==> src/rtl/ifid_pkg.sv <==
`default_nettype none
// +--------------------------------------------------------------------+
// | Module      : ifid_pkg                                               |
// | Description : Shared types and constants for the IF/ID packet queue. |
// | Revision    : 1.0                                                    |
// +--------------------------------------------------------------------+
package ifid_pkg;

  localparam int          XLEN_DEFAULT = 32;
  localparam logic [31:0] NOP_INSTR    = 32'h00000013;

  typedef struct packed {
    logic [XLEN_DEFAULT-1:0] instr;
    logic [XLEN_DEFAULT-1:0] pc;
    logic [XLEN_DEFAULT-1:0] pc_plus_4;
  } fetch_pkt_t;

endpackage
`default_nettype wire

==> src/rtl/fifo_ptr_ctrl.sv <==
`default_nettype none
// +--------------------------------------------------------------------+
// | Module      : fifo_ptr_ctrl                                          |
// | Description : Read/write pointers and occupancy for a 2^n FIFO.      |
// | Revision    : 1.0                                                    |
// +--------------------------------------------------------------------+
module fifo_ptr_ctrl #(
  parameter int DEPTH = 4
) (
  input  logic                       CLK,
  input  logic                       RST_N,
  input  logic                       i_push,
  input  logic                       i_pop,
  input  logic                       i_flush,
  output logic [$clog2(DEPTH)-1:0]   o_rd_ptr,
  output logic [$clog2(DEPTH)-1:0]   o_wr_ptr,
  output logic [$clog2(DEPTH+1)-1:0] o_count,
  output logic                       o_full,
  output logic                       o_empty
);

  localparam int c_AW = $clog2(DEPTH);
  localparam int c_CW = $clog2(DEPTH+1);

  logic [c_AW-1:0] r_rd_ptr;
  logic [c_AW-1:0] r_wr_ptr;
  logic [c_CW-1:0] r_count;

  // DEPTH is a power of two, so pointer wrap is plain binary overflow.
  always_ff @(posedge CLK) begin
    if (!RST_N || i_flush) begin
      r_rd_ptr <= '0;
      r_wr_ptr <= '0;
      r_count  <= '0;
    end else begin
      if (i_push) r_wr_ptr <= r_wr_ptr + c_AW'(1);
      if (i_pop)  r_rd_ptr <= r_rd_ptr + c_AW'(1);
      case ({i_push, i_pop})
        2'b10:   r_count <= r_count + c_CW'(1);
        2'b01:   r_count <= r_count - c_CW'(1);
        default: r_count <= r_count;
      endcase
    end
  end

  assign o_rd_ptr = r_rd_ptr;
  assign o_wr_ptr = r_wr_ptr;
  assign o_count  = r_count;
  assign o_full   = (r_count == c_CW'(DEPTH));
  assign o_empty  = (r_count == '0);

endmodule
`default_nettype wire

==> src/rtl/ifid_queue.sv <==
`default_nettype none
// +--------------------------------------------------------------------+
// | Module      : ifid_queue                                             |
// | Description : DEPTH-entry fetch-to-decode packet FIFO, NOP when empty.|
// | Revision    : 1.0                                                    |
// +--------------------------------------------------------------------+
module ifid_queue
  import ifid_pkg::*;
#(
  parameter int              XLEN      = XLEN_DEFAULT,
  parameter int              DEPTH     = 4,
  parameter logic [XLEN-1:0] NOP_INSTR = XLEN'(ifid_pkg::NOP_INSTR)
) (
  input  logic                       CLK,
  input  logic                       RST_N,
  input  logic                       Flush_D,
  input  logic                       Valid_F,
  input  logic [XLEN-1:0]            Instr_F,
  input  logic [XLEN-1:0]            PC_F,
  input  logic [XLEN-1:0]            PC_Plus_4_F,
  output logic                       Ready_F,
  output logic                       Valid_D,
  input  logic                       Ready_D,
  output logic [XLEN-1:0]            Instr_D,
  output logic [XLEN-1:0]            PC_D,
  output logic [XLEN-1:0]            PC_Plus_4_D,
  output logic [$clog2(DEPTH+1)-1:0] Count
);

  localparam int c_AW = $clog2(DEPTH);

  typedef struct packed {
    logic [XLEN-1:0] instr;
    logic [XLEN-1:0] pc;
    logic [XLEN-1:0] pc_plus_4;
  } slot_t;

  slot_t           r_mem [DEPTH];
  logic [c_AW-1:0] w_rd_ptr;
  logic [c_AW-1:0] w_wr_ptr;
  logic            w_full;
  logic            w_empty;
  logic            w_push;
  logic            w_pop;

  // Ready_F ignores a same-cycle pop: a full queue never reuses a slot in one cycle.
  assign Ready_F = !w_full;
  assign Valid_D = !w_empty;
  assign w_push  = Valid_F && Ready_F;
  assign w_pop   = Valid_D && Ready_D;

  fifo_ptr_ctrl #(
    .DEPTH (DEPTH)
  ) u_ptr_ctrl (
    .CLK      (CLK),
    .RST_N    (RST_N),
    .i_push   (w_push),
    .i_pop    (w_pop),
    .i_flush  (Flush_D),
    .o_rd_ptr (w_rd_ptr),
    .o_wr_ptr (w_wr_ptr),
    .o_count  (Count),
    .o_full   (w_full),
    .o_empty  (w_empty)
  );

  always_ff @(posedge CLK) begin
    if (!RST_N) begin
      for (int i = 0; i < DEPTH; i++) begin
        r_mem[i].instr <= NOP_INSTR;
      end
    end else if (w_push && !Flush_D) begin
      r_mem[w_wr_ptr] <= '{instr: Instr_F, pc: PC_F, pc_plus_4: PC_Plus_4_F};
    end
  end

  always_comb begin
    Instr_D     = NOP_INSTR;
    PC_D        = '0;
    PC_Plus_4_D = '0;
    if (!w_empty) begin
      Instr_D     = r_mem[w_rd_ptr].instr;
      PC_D        = r_mem[w_rd_ptr].pc;
      PC_Plus_4_D = r_mem[w_rd_ptr].pc_plus_4;
    end
  end

endmodule
`default_nettype wire

==> config.mk <==
export PLATFORM = sky130hd
export DESIGN_NAME = ifid_queue
export DESIGN_NICKNAME = d
export VERILOG_FILES = /design/src/rtl/ifid_pkg.sv /design/src/rtl/fifo_ptr_ctrl.sv /design/src/rtl/ifid_queue.sv
export SDC_FILE = /design/constraint.sdc
export NUM_CORES = 1
export LEC_CHECK = 0
export ABC_AREA = 0
export BUFFER_PORTS_ARGS = -buffer_cell sky130_fd_sc_hd__buf_4
export CAP_MARGIN = 20
export CORE_MARGIN = 3
export CORE_UTILIZATION = 35
export DETAILED_ROUTE_END_ITERATION = 8
export GPL_TIMING_DRIVEN = 0
export HOLD_SLACK_MARGIN = 0.05
export SLEW_MARGIN = 10
export SYNTH_ARGS = -nofsm -noshare
export SYNTH_HDL_FRONTEND = slang
export SYNTH_SLANG_ARGS = --single-unit
==> constraint.sdc <==
create_clock -name CLK -period 4.9 [get_ports CLK]
set_clock_uncertainty 0.2 [all_clocks]
set_input_delay 0.49 -clock CLK [delete_from_list [all_inputs] [get_ports CLK]]
set_output_delay 0.49 -clock CLK [all_outputs]
set_load 0.01 [all_outputs]
==> run_results.csv <==
group,metric,value,unit
worst_hold_path,holdPathStages,2,
detailed_routing,routed_wl,37.6,mm
place,place_inst,1689,
timing,rsz0062_at_grt,"false",
yosys,synth_flop_cell,"edfxtp_1",
detailed_routing,met3WireLength,2.05,mm
yosys,ys_ff_latch,393,
layout,stdcell_count,1814,
yosys,postSynth.asyncResetShare,0,%
setup_path,crit_path_cell_trace,"nor3_2 -> inv_1 -> clkbuf_1 -> clkbuf_1 -> and2_1 -> buf_4",
setup_path,critPathSlowestCell,"clkbuf_1",
clock_network,cts_buffers,43,
floorplanning,die-width,222,um
global_route,grt_max_degree,50,
yosys,synth_edf_count,384,
timing,hold_viol,0,
setup_path,end_kind,"output port",
detailed_routing,wl_met1,16.2,mm
detailed_routing,route.detailed.wl_per_inst,20.7,um
detailed_routing,ant_nets,0,
clock_network,clockBufferDepth,3,
timing,relSlewSlack,35.5,%
setup_path,reg2reg_depth,8,
clock_network,clk_pin_slew,60,ps
floorplanning,num_rows,78,
timing,tightestPinTransition,968,ps
clock_network,cts-hold-fix-buffers,44,
detailed_routing,vias_per_cell,4.78,
setup_path,critPathLaunchType,"flip-flop",
timing,whs,86.4,ps
timing,setup_viol,0,
layout,final_common_cell,"edfxtp_1",
layout,drive_gt1_share,34.2,%
place,numPortBuffers,201,
global_route,gr-usage-all-layers,15.3,%
setup_path,worst-path-max-fanout,10,
global_route,grt.overflow.total,0,
pwr,cell_internal_pwr,5.86,mW
status,status,"completed",
pwr,pwr-share-clk,42.5,%
detailed_routing,firstDrtPassIters,6,
pwr,power_density,358,nW/um^2
place,place_area,18900,um^2
layout,mostFrequentLayoutCells,"edfxtp_1, and2_1, buf_4, mux4_2",
pwr,power,7.41,mW
detailed_routing,drc,0,
setup_path,worst_ep_required_time,4210,ps
pwr,swShare,20.9,%
clock_network,clk_root_buffer_cell,"clkbuf_16",
clock_network,clock_latency,560,ps
global_route,antenna_found_initial,3,
timing,fin_crit,3640,ps
clock_network,h-tree-depth,2,
timing,maxSlewViolCount,0,
timing,max_freq,275,MHz
floorplanning,coreArea,45700,um^2
timing,finalCritPeriodShare,74.2,%
pwr,irDropWorstVdd,0.000189,V
yosys,yosys_warnings,0,
setup_path,criticalPathCategory,"reg2out",
clock_network,clock_sinks,393,
detailed_routing,first_iter_violations,598,
pwr,switching_power,1.55,mW
floorplanning,die_area,49300,um^2
floorplanning,initial_core_util,35.7,%
yosys,yosysUniqueCellTypes,27,
worst_hold_path,hp-class,"in2reg",
pwr,comb_power_share,6.7,%
layout,nets,1281,
place,hpwl,23.9,mm
global_route,grt_pass1_wl,56.9,mm
setup_path,arrival,2950,ps
pwr,p_leak,7.19,nW
detailed_routing,wl_met2,18.8,mm
yosys,syn_nets,981,
floorplanning,fp.dieH,222,um
layout,final_util,45.3,%
layout,final.fill_count,3998,
clock_network,cts_tree,"yes",
clock_network,cts_setup_buffers,0,
clock_network,ctsResizeCount,0,
setup_path,cpMostUsedCell,"clkbuf_1",
floorplanning,pin_count,202,
setup_path,cpPeakStageDelay,740,ps
yosys,syn-instance-count,878,
layout,final_area,20700,um^2
yosys,ys_seq_area_share,71.8,%
global_route,grt_pass1_vias,9341,
detailed_routing,num_vias,8673,
yosys,syn_area_per_cell,18.6,um^2
detailed_routing,dr.max_layer_used,"met5",
layout,area_delta_synth_final,26.7,%
place,gp_congestion,0.726,
pwr,pwr-share-seq,50.9,%
yosys,synth.cell_area,16300,um^2
run,max_cap_viol_count,0,
## synthesized netlist by cell type, types with 7 or more instances
| cell type | n | area (um^2) |
|---|---|---|
| and2_1 | 273 | 1710 |
| buf_2 | 13 | 65.1 |
| buf_4 | 7 | 52.6 |
| buf_6 | 8 | 90.1 |
| clkbuf_1 | 23 | 86.3 |
| dfxtp_1 | 9 | 180 |
| edfxtp_1 | 384 | 11500 |
| inv_1 | 7 | 26.3 |
| mux4_2 | 96 | 2160 |
| nand2b_1 | 13 | 81.3 |
| nor2_1 | 7 | 26.3 |
| or3_1 | 7 | 43.8 |
## worst paths after layout
kind,startpoint,endpoint,slack [ps]
hold / removal,PC_F[3],r_mem[3][35]$_DFFE_PP_,90
setup reg to reg,u_ptr_ctrl.o_count[1]$_SDFFE_PP0P_,r_mem[3][52]$_DFFE_PP_,2140
setup / recovery,u_ptr_ctrl.o_count[1]$_SDFFE_PP0P_,Instr_D[21],1260
hold reg to reg,u_ptr_ctrl.o_rd_ptr[1]$_SDFFE_PP0N_,u_ptr_ctrl.o_rd_ptr[1]$_SDFFE_PP0N_,310
## power groups by stage
| stage | registers [mW] | clock network, mW | logic [mW] |
|---|---|---|---|
| after global placement | 3.84 | 0 | 0.463 |
| after global routing | 3.77 | 3.37 | 0.541 |
| final | 3.77 | 3.15 | 0.495 |
| after CTS | 3.77 | 3.24 | 0.511 |
| after detailed placement | 3.84 | 0 | 0.480 |
| after floorplan | 3.83 | 0 | 0.223 |
## registers in the layout (all words and copies together) (netlist names), named ones only
name / cells
u_ptr_ctrl.o_wr_ptr: 2
u_ptr_ctrl.o_rd_ptr: 2
u_ptr_ctrl.o_count: 3
r_mem: 384
## worst max-delay path: cells and delay by family (launching register included)
kind	cells	cell delay, ps
buffers and inverters	4	1490
and+or+nand+nor	2	390
DFF	1	490
## per-layer routing
layer | up-vias | track usage [%]
met2 | 200 | 25.6
li1 | 3955 | -
met4 | 2 | 3.63
met3 | 43 | 3.76
met5 | - | 0
met1 | 4473 | 20.2
## layout make-up
type | count | area [um^2] | share of cell area, %
diodes | 3 | 7.51 | 0.0363
plain buffers | 53 | 309 | 1.49
clock buffers | 49 | 1120 | 5.42
clock inverters | 29 | 262 | 1.26
inverters | 7 | 26.3 | 0.127
multi-input cells | 425 | 4310 | 20.8
flip-flops and latches | 393 | 11700 | 56.6
well taps | 600 | 751 | 3.63
repair buffers | 255 | 2190 | 10.6
## kinds of logic after synthesis
group,count (synthesis),share of synthesized area [%]
AO/OA/AOI/OAI,11,0.353
adder cells (fa/ha/maj),2,0.199
AND/OR/NAND/NOR,313,12.3
XOR/XNOR,3,0.161
flip-flops,393,71.8
buffers and inverters,60,2.02
multiplexers,96,13.2
## per-stage QoR
| stage | setup TNS [ps] | setup WS [ps] |
|---|---|---|
| after global placement | -182900 | -2310 |
| after global routing | 0 | 1050 |
| after detailed placement | 0 | 1770 |
| final | 0 | 1260 |
| after CTS | 0 | 1130 |
| after floorplan | 0 | 498 |
Note: power is estimated with default switching activity, not from simulation.
